===== config.mk =====
export PLATFORM = sky130hd
export DESIGN_NAME = alu_wb
export DESIGN_NICKNAME = d
export VERILOG_FILES = /design/src/rtl/alu_wb_pkg.sv /design/src/rtl/alu_flags_reg.sv /design/src/rtl/alu_wb.sv
export SDC_FILE = /design/constraint.sdc
export NUM_CORES = 1
export LEC_CHECK = 0
export CELL_PAD_IN_SITES_DETAIL_PLACEMENT = 0
export CELL_PAD_IN_SITES_GLOBAL_PLACEMENT = 1
export CORE_MARGIN = 3
export CORE_UTILIZATION = 28
export CTS_CLUSTER_DIAMETER = 120
export DETAILED_ROUTE_END_ITERATION = 8
export GPL_TIMING_DRIVEN = 0
export PLACE_DENSITY = 0.93
export SKIP_LAST_GASP = 1
export SLEW_MARGIN = 20
export SYNTH_ARGS = -nofsm -noshare
export SYNTH_HDL_FRONTEND = slang
export SYNTH_SLANG_ARGS = --single-unit
export TNS_END_PERCENT = 1

===== constraint.sdc =====
create_clock -name clk -period 4 [get_ports clk]
set_input_delay 1.2 -clock clk [delete_from_list [all_inputs] [get_ports clk]]
set_output_delay 1.2 -clock clk [all_outputs]
set_load 0.02 [all_outputs]

===== src/rtl/alu_wb_pkg.sv =====
// Shared types and constants for the ALU write-back stage.
// Flag vector layout is {HCF,VF,SF,ZF,CF}; bit 0 feeds the ALU carry-in.
package alu_wb_pkg;

  localparam int FLAGS_W  = 5;
  localparam int FLAG_CF  = 0;
  localparam int FLAG_ZF  = 1;
  localparam int FLAG_SF  = 2;
  localparam int FLAG_VF  = 3;
  localparam int FLAG_HCF = 4;

  localparam int DATA_W = 16;
  localparam int ADDR_W = 3;

  typedef logic [FLAGS_W-1:0] flags_t;

  // Byte ops replace only the low byte; the high byte comes from the old destination.
  function automatic logic [DATA_W-1:0] byte_merge(input logic [DATA_W-1:0] old_v,
                                                   input logic [DATA_W-1:0] new_v,
                                                   input logic              byte_mode);
    byte_merge = byte_mode ? ((old_v & 16'hFF00) | (new_v & 16'h00FF)) : new_v;
  endfunction

endpackage


===== src/rtl/alu_flags_reg.sv =====
// Architectural flags register. A direct load (POPF/STC/CLC path) beats an ALU flag
// update landing in the same cycle.
module alu_flags_reg
  import alu_wb_pkg::*;
(
  input  logic               clk,
  input  logic               rst_n,
  input  logic               upd_en_i,
  input  logic [FLAGS_W-1:0] upd_val_i,
  input  logic               set_en_i,
  input  logic [FLAGS_W-1:0] set_val_i,
  output logic [FLAGS_W-1:0] flags_o
);

  flags_t flags_q, flags_d;

  always_comb begin
    flags_d = flags_q;
    if (set_en_i)      flags_d = set_val_i;
    else if (upd_en_i) flags_d = upd_val_i;
  end

  always_ff @(posedge clk or negedge rst_n) begin
    if (!rst_n) flags_q <= '0;
    else        flags_q <= flags_d;
  end

  assign flags_o = flags_q;

endmodule


===== src/rtl/alu_wb.sv =====
// ALU write-back stage: one-entry register between ALU result and register file,
// plus the flags register. Define ALU_WB_FWD_EN to expose the stage entry as a bypass.
module alu_wb
  import alu_wb_pkg::*;
(
  input  logic               clk,
  input  logic               rst_n,
  input  logic               in_valid,
  output logic               in_ready,
  input  logic [DATA_W-1:0]  in_q,
  input  logic [FLAGS_W-1:0] in_flags,
  input  logic               in_flag_we,
  input  logic               in_rd_we,
  input  logic [ADDR_W-1:0]  in_rd,
  input  logic [DATA_W-1:0]  in_rd_old,
  input  logic               in_wb,
  input  logic               flag_set_valid,
  input  logic [FLAGS_W-1:0] flag_set,
  output logic               rf_we,
  output logic [ADDR_W-1:0]  rf_addr,
  output logic [DATA_W-1:0]  rf_wdata,
  input  logic               rf_ready,
`ifdef ALU_WB_FWD_EN
  output logic               fwd_valid,
  output logic [ADDR_W-1:0]  fwd_addr,
  output logic [DATA_W-1:0]  fwd_data,
`endif
  output logic [FLAGS_W-1:0] flags_o
);

  logic              st_valid_q, st_valid_d;
  logic              st_we_q,    st_we_d;
  logic [ADDR_W-1:0] st_addr_q,  st_addr_d;
  logic [DATA_W-1:0] st_data_q,  st_data_d;
  logic              xfer, retire;

  // Entries without a register write never wait on the register file.
  assign in_ready = !st_valid_q || !st_we_q || rf_ready;
  assign xfer     = in_valid && in_ready;
  assign retire   = st_valid_q && (!st_we_q || rf_ready);

  always_comb begin
    st_valid_d = st_valid_q;
    st_we_d    = st_we_q;
    st_addr_d  = st_addr_q;
    st_data_d  = st_data_q;
    if (xfer) begin
      st_valid_d = 1'b1;
      st_we_d    = in_rd_we;
      st_addr_d  = in_rd;
      st_data_d  = byte_merge(in_rd_old, in_q, in_wb);
    end else if (retire) begin
      st_valid_d = 1'b0;
    end
  end

  always_ff @(posedge clk or negedge rst_n) begin
    if (!rst_n) begin
      st_valid_q <= 1'b0;
      st_we_q    <= 1'b0;
      st_addr_q  <= '0;
      st_data_q  <= '0;
    end else begin
      st_valid_q <= st_valid_d;
      st_we_q    <= st_we_d;
      st_addr_q  <= st_addr_d;
      st_data_q  <= st_data_d;
    end
  end

  assign rf_we    = st_valid_q && st_we_q;
  assign rf_addr  = st_addr_q;
  assign rf_wdata = st_data_q;

`ifdef ALU_WB_FWD_EN
  assign fwd_valid = st_valid_q && st_we_q;
  assign fwd_addr  = st_addr_q;
  assign fwd_data  = st_data_q;
`endif

  alu_flags_reg u_flags (
    .clk       (clk),
    .rst_n     (rst_n),
    .upd_en_i  (xfer && in_flag_we),
    .upd_val_i (in_flags),
    .set_en_i  (flag_set_valid),
    .set_val_i (flag_set),
    .flags_o   (flags_o)
  );

endmodule


==> flow_results.xml, run 1 <==
<?xml version="1.0" encoding="UTF-8"?>
<metrics>
  <group name="outcome">
    <metric name="outcome" unit="">complete, no violations</metric>
  </group>
  <group name="timing">
    <metric name="timing_max_transition_violations_final" unit="">0</metric>
    <metric name="setup_violations" unit="">0</metric>
    <metric name="achievable-frequency" unit="GHz">0.261</metric>
    <metric name="hold_violations" unit="">0</metric>
    <metric name="period_share" unit="%">95.9</metric>
    <metric name="rsz0062_at_grt" unit="">false</metric>
    <metric name="setup_ws" unit="ps">163</metric>
    <metric name="finalWorstPathRequiredPeriod" unit="ps">3840</metric>
    <metric name="tightest_slew" unit="ps">572</metric>
    <metric name="finalSetupTns" unit="ps">0</metric>
    <metric name="relSlewSlack" unit="%">61.9</metric>
    <metric name="whs" unit="ps">519</metric>
    <metric name="skew_final" unit="ps">1.47</metric>
  </group>
  <group name="global_route">
    <metric name="grt_max_degree" unit="">27</metric>
    <metric name="grt_pass1_vias" unit="">1149</metric>
    <metric name="global_route_usage_over_all_layers" unit="%">13.2</metric>
    <metric name="antenna_found_initial" unit="">0</metric>
    <metric name="remaining_overflow_grt" unit="">0</metric>
    <metric name="grt_first_pass_wirelength" unit="um">5310</metric>
  </group>
  <group name="cts">
    <metric name="clock-sinks" unit="">26</metric>
    <metric name="cts_root_buffer" unit="">sky130_fd_sc_hd__clkbuf_8</metric>
    <metric name="clock_tree.htree_level_count" unit="">1</metric>
    <metric name="tritoncts_clock_tree" unit="">yes</metric>
    <metric name="deepest_clock_path_buffer_count" unit="">2</metric>
    <metric name="cts_made_buffers" unit="">3</metric>
    <metric name="cts_resized" unit="">1</metric>
    <metric name="postCtsSetupRepairBufs" unit="">0</metric>
    <metric name="clk_pin_slew" unit="ps">90</metric>
    <metric name="clk_latency" unit="ps">260</metric>
    <metric name="post_cts_hold_buffer_count" unit="">0</metric>
  </group>
  <group name="synth">
    <metric name="postSynthRegisterBits" unit="">26</metric>
    <metric name="syn_area_per_cell" unit="um2">12.5</metric>
    <metric name="synth_cell_type_count" unit="">16</metric>
    <metric name="synthesis.area" unit="um2">1190</metric>
    <metric name="synth_warnings" unit="">0</metric>
    <metric name="synth.yosys.seq_area_share" unit="%">54.8</metric>
    <metric name="syn_nets" unit="">148</metric>
    <metric name="synthesis.instances" unit="">95</metric>
  </group>
  <group name="power_and_ir_drop">
    <metric name="pwr-share-clk" unit="%">27.7</metric>
    <metric name="power.combinational.fraction" unit="%">31.7</metric>
    <metric name="p_leak" unit="uW">0.000838</metric>
    <metric name="switching_share" unit="%">26.8</metric>
    <metric name="switching_power" unit="uW">209</metric>
    <metric name="power_frac_seq" unit="%">40.6</metric>
    <metric name="post-layout-total-power" unit="uW">779</metric>
    <metric name="power_internal" unit="uW">570</metric>
    <metric name="pwr_density_cell" unit="nW/um2">391</metric>
    <metric name="vdd_drop_max" unit="V">0.000131</metric>
  </group>
  <group name="critical_path">
    <metric name="setup.worst_path.class" unit="">in2out</metric>
    <metric name="critPathCaptureType" unit="">output pin</metric>
    <metric name="crit_arrival" unit="ps">2640</metric>
    <metric name="critical_path_required" unit="ps">2800</metric>
    <metric name="critPathMaxFanout" unit="">10</metric>
    <metric name="timing.reg2reg.setup_slack" unit="ps">2450</metric>
    <metric name="worstSetupStartpointType" unit="">input pin</metric>
  </group>
  <group name="layout">
    <metric name="design.final.nets" unit="">221</metric>
    <metric name="post_route_cells_drive_above_1_share" unit="%">13.8</metric>
    <metric name="area_growth_syn_to_layout" unit="%">68.1</metric>
    <metric name="finalCoreUtilization" unit="%">49.2</metric>
    <metric name="multiInputGateArea" unit="um2">494</metric>
    <metric name="antenna_cells" unit="">0</metric>
    <metric name="commonest_cells_after_routing_fill_and_taps_aside" unit="">sky130_fd_sc_hd__clkdlybuf4s50_1, sky130_fd_sc_hd__dfrtp_1, sky130_fd_sc_hd__a21oi_1</metric>
    <metric name="fillerInstances" unit="">378</metric>
    <metric name="layout.area.seq" unit="um2">651</metric>
    <metric name="layout_commonest_cell" unit="">sky130_fd_sc_hd__clkdlybuf4s50_1</metric>
  </group>
  <group name="floorplan">
    <metric name="starting_density" unit="%">29.3</metric>
    <metric name="floorplan.die_area" unit="um2">5060</metric>
    <metric name="die_height" unit="um">71.1</metric>
    <metric name="placementRows" unit="">23</metric>
    <metric name="die_width" unit="um">71.1</metric>
    <metric name="floorplan_core_area" unit="um2">4060</metric>
    <metric name="num_io_pins" unit="">79</metric>
  </group>
  <group name="drt">
    <metric name="detail_route.wl_per_cell" unit="um">14.8</metric>
    <metric name="detailroute.via_count" unit="">1020</metric>
    <metric name="drc_errors" unit="">0</metric>
    <metric name="avgViaCountPerCell" unit="">4.70</metric>
    <metric name="detailedRoute.firstPassIterationCount" unit="">5</metric>
    <metric name="initialDrtViolationCount" unit="">25</metric>
    <metric name="final_antenna_net_count" unit="">0</metric>
    <metric name="route.final.wire_length" unit="um">3210</metric>
  </group>
  <group name="job">
    <metric name="maxCapViolCount" unit="">0</metric>
  </group>
  <group name="placed_design">
    <metric name="buffer_ports.inserted" unit="">68</metric>
    <metric name="routabilityCongestion" unit="">0.821</metric>
    <metric name="pre_cts_slack" unit="ps">-87.3</metric>
    <metric name="dpl_wire_length" unit="um">2510</metric>
  </group>
  <group name="min_path">
    <metric name="worstHoldPathType" unit="">reg2reg</metric>
  </group>
</metrics>
## layer usage
layer  global-route usage, %  vias to the layer above  wire, um
met2                    24.1                       54      1680
li1                        -                      478         -
met4                    3.76                        0        19
met3                    3.27                        2       264
met5                       0                        -         0
met1                    15.2                      486      1250
## state kept, by name (all words and copies together), names as in the netlist
register,cells
st_we_q,1
u_flags.flags_o,5
rf_wdata,16
st_valid_q,1
rf_addr,3
## area by class of cell
class / instances / area share [%]
Clock buffer: 3 / 2.07
Sequential cell: 26 / 32.6
Clock inverter: 1 / 1.50
Tap cell: 50 / 3.13
Inverter: 1 / 0.188
Buffer: 6 / 1.94
Timing Repair Buffer: 68 / 33.8
Multi-Input combinational cell: 62 / 24.8
## Yosys cell counts
cell / n / area, um2
sky130_fd_sc_hd__a21oi_1: 21 / 105
sky130_fd_sc_hd__a31oi_1: 5 / 31.3
sky130_fd_sc_hd__and2_1: 2 / 12.5
sky130_fd_sc_hd__and2_4: 1 / 8.76
sky130_fd_sc_hd__and3b_2: 1 / 10.0
sky130_fd_sc_hd__buf_2: 1 / 5.00
sky130_fd_sc_hd__buf_6: 2 / 22.5
sky130_fd_sc_hd__clkbuf_1: 3 / 11.3
sky130_fd_sc_hd__dfrtp_1: 26 / 651
sky130_fd_sc_hd__inv_2: 1 / 3.75
sky130_fd_sc_hd__mux2_4: 12 / 180
sky130_fd_sc_hd__mux2i_1: 8 / 80.1
sky130_fd_sc_hd__nand2_1: 1 / 3.75
sky130_fd_sc_hd__nand2b_1: 1 / 6.26
sky130_fd_sc_hd__nor2b_1: 5 / 31.3
sky130_fd_sc_hd__o21ai_0: 5 / 25.0
## critical path, cell delays in order
cell and delay, ps:
sky130_fd_sc_hd__clkdlybuf4s50_1 460, sky130_fd_sc_hd__and3b_2 250, sky130_fd_sc_hd__inv_2 120, sky130_fd_sc_hd__buf_2 250, sky130_fd_sc_hd__dlygate4sd2_1 360
## kinds of logic after synthesis
logic type	Yosys count	synth area share, %
mux	20	21.9
buf+inv	7	3.58
flops	26	54.8
simple gates	11	6.11
compound gates	31	13.6
## through the flow
| stage | std cells | cell area (um2) |
|---|---|---|
| global route | 217 | 2000 |
| global placement | 213 | 1930 |
| floorplan | 95 | 1190 |
| CTS | 217 | 2000 |
| detailed placement | 213 | 1930 |
| finish | 217 | 2000 |
## power groups by stage
stage / sequential, uW / clock [uW] / combinational [uW]
global route: 322 / 231 / 263
finish: 317 / 216 / 247
CTS: 317 / 223 / 250
detailed placement: 322 / 0 / 249
global placement: 320 / 0 / 244
floorplan: 361 / 0 / 74.5
## worst paths after layout
kind,start,end,cells after the start
max,rf_ready,in_ready,5
min,rf_wdata[7],rf_wdata[7],1
max reg2reg,st_we_q,rf_wdata[0],5
min reg2reg,rf_wdata[7],rf_wdata[7],1
max in group asynchronous,rst_n,u_flags.flags_o[1],1
min in group asynchronous,rst_n,rf_wdata[2],1
Power figures use the tool's default switching activity.
==> inputs of run 2 (changes only) <==
--- a/config.mk
+++ b/config.mk
@@ -12,10 +12,11 @@
 export CTS_CLUSTER_DIAMETER = 120
 export DETAILED_ROUTE_END_ITERATION = 8
 export GPL_TIMING_DRIVEN = 0
-export PLACE_DENSITY = 0.93
+export PLACE_DENSITY = 0.92
 export SKIP_LAST_GASP = 1
 export SLEW_MARGIN = 20
 export SYNTH_ARGS = -nofsm -noshare
 export SYNTH_HDL_FRONTEND = slang
+export SYNTH_HIERARCHICAL = 1
 export SYNTH_SLANG_ARGS = --single-unit
 export TNS_END_PERCENT = 1
==> run 2 against run 1 <==
  * Synthesized cell count decreased by 5.3%
  * Critical path depth unchanged
  * Sequential power hardly changed
  * Sequential share of layout area increased by 0.061 points
  * Area after synthesis increased by 1.8%
  * Flip-flop and latch count is the same
  * Critical path type unchanged
==> flow_results.xml, run 2 <==
<?xml version="1.0" encoding="UTF-8"?>
<metrics>
  <group name="global_route">
    <metric name="grt-busiest-layer" unit="">met2</metric>
    <metric name="gr-usage-met2" unit="%">20.0</metric>
    <metric name="global_route_usage_over_all_layers" unit="%">12.1</metric>
    <metric name="grt_use_met3" unit="%">3.93</metric>
    <metric name="grt_use_met1" unit="%">15.7</metric>
    <metric name="grt_first_pass_wirelength" unit="um">4860</metric>
    <metric name="remaining_overflow_grt" unit="">0</metric>
    <metric name="grt_max_degree" unit="">27</metric>
    <metric name="grt_pass1_vias" unit="">970</metric>
    <metric name="antenna_found_initial" unit="">0</metric>
  </group>
  <group name="critical_path">
    <metric name="endpoint" unit="">in_ready</metric>
    <metric name="crit_family" unit="">buffers and inverters</metric>
    <metric name="crit_slowest_cell" unit="">sky130_fd_sc_hd__clkdlybuf4s50_1</metric>
    <metric name="crit_chain" unit="">clkdlybuf4s50_1 -&gt; nand3b_4 -&gt; buf_6 -&gt; buf_6 -&gt; clkdlybuf4s50_1</metric>
    <metric name="cp.buffers_inverters" unit="">4</metric>
    <metric name="crit_start" unit="">rf_ready</metric>
    <metric name="rr_startpoint" unit="">st_we_q</metric>
    <metric name="worstSetupStartpointType" unit="">input pin</metric>
    <metric name="crit_arrival" unit="ps">2720</metric>
    <metric name="critPathMaxFanout" unit="">10</metric>
    <metric name="critPathCaptureType" unit="">output pin</metric>
    <metric name="crit_path_max_incr_delay" unit="ps">610</metric>
    <metric name="timing.reg2reg.setup_slack" unit="ps">2470</metric>
    <metric name="critical_path_required" unit="ps">2800</metric>
    <metric name="crit-reg2reg-capture" unit="">u_flags/flags_o[2]</metric>
    <metric name="setup.worst_path.class" unit="">in2out</metric>
    <metric name="worst_r2r_path_depth" unit="">7</metric>
    <metric name="number_of_cells_on_the_critical_path" unit="">5</metric>
  </group>
  <group name="timing">
    <metric name="setup_violations" unit="">0</metric>
    <metric name="hold_violations" unit="">0</metric>
    <metric name="timing_max_transition_violations_final" unit="">0</metric>
    <metric name="achievable-frequency" unit="GHz">0.255</metric>
    <metric name="period_share" unit="%">98.1</metric>
    <metric name="finalSetupTns" unit="ps">0</metric>
    <metric name="relSlewSlack" unit="%">59.6</metric>
    <metric name="finalWorstPathRequiredPeriod" unit="ps">3920</metric>
    <metric name="tightest_slew" unit="ps">607</metric>
    <metric name="setup_ws" unit="ps">75.7</metric>
    <metric name="skew_final" unit="ps">2.44</metric>
    <metric name="rsz0062_at_grt" unit="">false</metric>
  </group>
  <group name="drt">
    <metric name="initialDrtViolationCount" unit="">33</metric>
    <metric name="detailroute.via_count" unit="">967</metric>
    <metric name="drc_errors" unit="">0</metric>
    <metric name="detail_route.wl_per_cell" unit="um">14.5</metric>
    <metric name="final_antenna_net_count" unit="">0</metric>
    <metric name="avgViaCountPerCell" unit="">4.58</metric>
    <metric name="route.final.wire_length" unit="um">3070</metric>
    <metric name="detailedRoute.firstPassIterationCount" unit="">4</metric>
  </group>
  <group name="layout">
    <metric name="largest_register_ffs" unit="">16</metric>
    <metric name="area_growth_syn_to_layout" unit="%">64.8</metric>
    <metric name="fillerInstances" unit="">356</metric>
    <metric name="post_route_cells_drive_above_1_share" unit="%">15.5</metric>
    <metric name="layout_commonest_cell" unit="">sky130_fd_sc_hd__clkdlybuf4s50_1</metric>
    <metric name="layout.area.seq" unit="um2">651</metric>
    <metric name="commonest_cells_after_routing_fill_and_taps_aside" unit="">sky130_fd_sc_hd__clkdlybuf4s50_1, sky130_fd_sc_hd__dfrtp_1, sky130_fd_sc_hd__mux2i_1</metric>
    <metric name="multiInputGateArea" unit="um2">487</metric>
    <metric name="design.final.nets" unit="">215</metric>
    <metric name="antenna_cells" unit="">0</metric>
    <metric name="post_layout_instance_count_excluding_filler_cells" unit="">211</metric>
  </group>
  <group name="floorplan">
    <metric name="placementRows" unit="">23</metric>
    <metric name="die_width" unit="um">71.7</metric>
    <metric name="num_io_pins" unit="">79</metric>
    <metric name="starting_density" unit="%">29.6</metric>
    <metric name="die_height" unit="um">71.7</metric>
    <metric name="floorplan.die_area" unit="um2">5140</metric>
    <metric name="floorplan_core_area" unit="um2">4090</metric>
  </group>
  <group name="min_path">
    <metric name="worstHoldPathType" unit="">reg2reg</metric>
    <metric name="holdPathStages" unit="">1</metric>
  </group>
  <group name="cts">
    <metric name="deepest_clock_path_buffer_count" unit="">2</metric>
    <metric name="clk_pin_slew" unit="ps">90</metric>
    <metric name="cts_resized" unit="">0</metric>
    <metric name="clk_latency" unit="ps">270</metric>
    <metric name="cts_made_buffers" unit="">3</metric>
    <metric name="postCtsSetupRepairBufs" unit="">0</metric>
    <metric name="cts_root_buffer" unit="">sky130_fd_sc_hd__clkbuf_8</metric>
    <metric name="clock_tree.htree_level_count" unit="">1</metric>
    <metric name="clock-sinks" unit="">26</metric>
    <metric name="tritoncts_clock_tree" unit="">yes</metric>
    <metric name="post_cts_hold_buffer_count" unit="">0</metric>
  </group>
  <group name="synth">
    <metric name="synthesis.area" unit="um2">1210</metric>
    <metric name="synth_most_common_cell" unit="">sky130_fd_sc_hd__dfrtp_1</metric>
    <metric name="post_synth_most_frequent_cells" unit="">sky130_fd_sc_hd__dfrtp_1, sky130_fd_sc_hd__mux2i_1, sky130_fd_sc_hd__mux2_4</metric>
    <metric name="synth_warnings" unit="">6</metric>
    <metric name="synth_enable_flop_cells" unit="">0</metric>
    <metric name="synthFlopType" unit="">sky130_fd_sc_hd__dfrtp_1</metric>
    <metric name="synthesis.instances" unit="">90</metric>
    <metric name="syn_area_per_cell" unit="um2">13.4</metric>
    <metric name="synth_top_area_share" unit="%">53.8</metric>
    <metric name="synth_top_cells_by_area" unit="">sky130_fd_sc_hd__dfrtp_1, sky130_fd_sc_hd__mux2_4, sky130_fd_sc_hd__mux2i_1</metric>
    <metric name="synth_cell_type_count" unit="">18</metric>
    <metric name="postSynthRegisterBits" unit="">26</metric>
    <metric name="ys_async_sr_fraction" unit="%">100</metric>
    <metric name="syn_nets" unit="">143</metric>
    <metric name="synth.yosys.seq_area_share" unit="%">53.8</metric>
    <metric name="synth_top_area_cell" unit="">sky130_fd_sc_hd__dfrtp_1</metric>
  </group>
  <group name="placed_design">
    <metric name="buffer_ports.inserted" unit="">67</metric>
    <metric name="routabilityCongestion" unit="">0.699</metric>
    <metric name="pre_cts_slack" unit="ps">75.3</metric>
    <metric name="number_of_placed_instances_taps_included" unit="">207</metric>
    <metric name="dpl_wire_length" unit="um">2410</metric>
  </group>
  <group name="power_and_ir_drop">
    <metric name="pwr_density_cell" unit="nW/um2">369</metric>
    <metric name="p_leak" unit="uW">0.000863</metric>
    <metric name="vdd_drop_max" unit="V">0.000189</metric>
  </group>
  <group name="job">
    <metric name="maxCapViolCount" unit="">0</metric>
  </group>
  <group name="outcome">
    <metric name="outcome" unit="">complete, no violations</metric>
  </group>
</metrics>
==> run 2: changes by cell type after synthesis, moves of 4 or more <==
cell and change:
sky130_fd_sc_hd__mux2i_1 +5, sky130_fd_sc_hd__o21ai_1 +5, sky130_fd_sc_hd__a21oi_1 -13, sky130_fd_sc_hd__nor2b_1 -5, sky130_fd_sc_hd__o21ai_0 -5, sky130_fd_sc_hd__nand2_1 +4
==> run 2: per-layer routing <==
layer,vias up,wire [um]
li1,467,-
met1,454,1300
met2,44,1540
met3,2,216
met4,0,8
met5,-,0
==> run 2: where the power goes <==
part,switching (uW),internal (uW)
Clock,83.6,88.0
Sequential,19.8,298
Combinational,105,141
==> run 2: logic make-up after synthesis <==
| kind of cell | after synthesis | share of synthesized area [%] |
|---|---|---|
| and+or+nand+nor | 10 | 5.69 |
| DFF | 26 | 53.8 |
| buffers and inverters | 8 | 5.90 |
| AOI/OAI and AO/OA | 21 | 9.52 |
| muxes | 25 | 25.1 |
==> run 2: per-stage QoR <==
stage | hold WS (ps) | power [uW] | util, % | area, um2
after floorplan | 558 | 440 | - | 1210
after global placement | 477 | 565 | 47.5 | 1940
after detailed placement | 482 | 572 | 47.4 | 1940
after CTS | 504 | 746 | 48.7 | 1990
after global routing | 516 | 770 | 48.7 | 1990
final | 509 | 735 | 48.7 | 1990
==> run 2: worst min-delay path by stage <==
| stage | start | end | slack (ps) |
|---|---|---|---|
| 3_5_place_dp | rf_wdata[6] | rf_wdata[6] | 480 |
| 2_1_floorplan | st_we_q | st_we_q | 560 |
| 3_3_place_gp | rf_wdata[6] | rf_wdata[6] | 480 |
| 6_report | rf_wdata[6] | rf_wdata[6] | 510 |
| 4_1_cts | rf_wdata[6] | rf_wdata[6] | 500 |
| 5_1_grt | rf_wdata[6] | rf_wdata[6] | 520 |
==> run 2: area by class of cell <==
type                    instances  share of cell area (%)
clock buffers                   4                    2.76
repair buffers                 67                    33.4
well taps                      50                    3.14
flip-flops and latches         26                    32.7
plain buffers                   8                    3.58
multi-input cells              56                    24.4
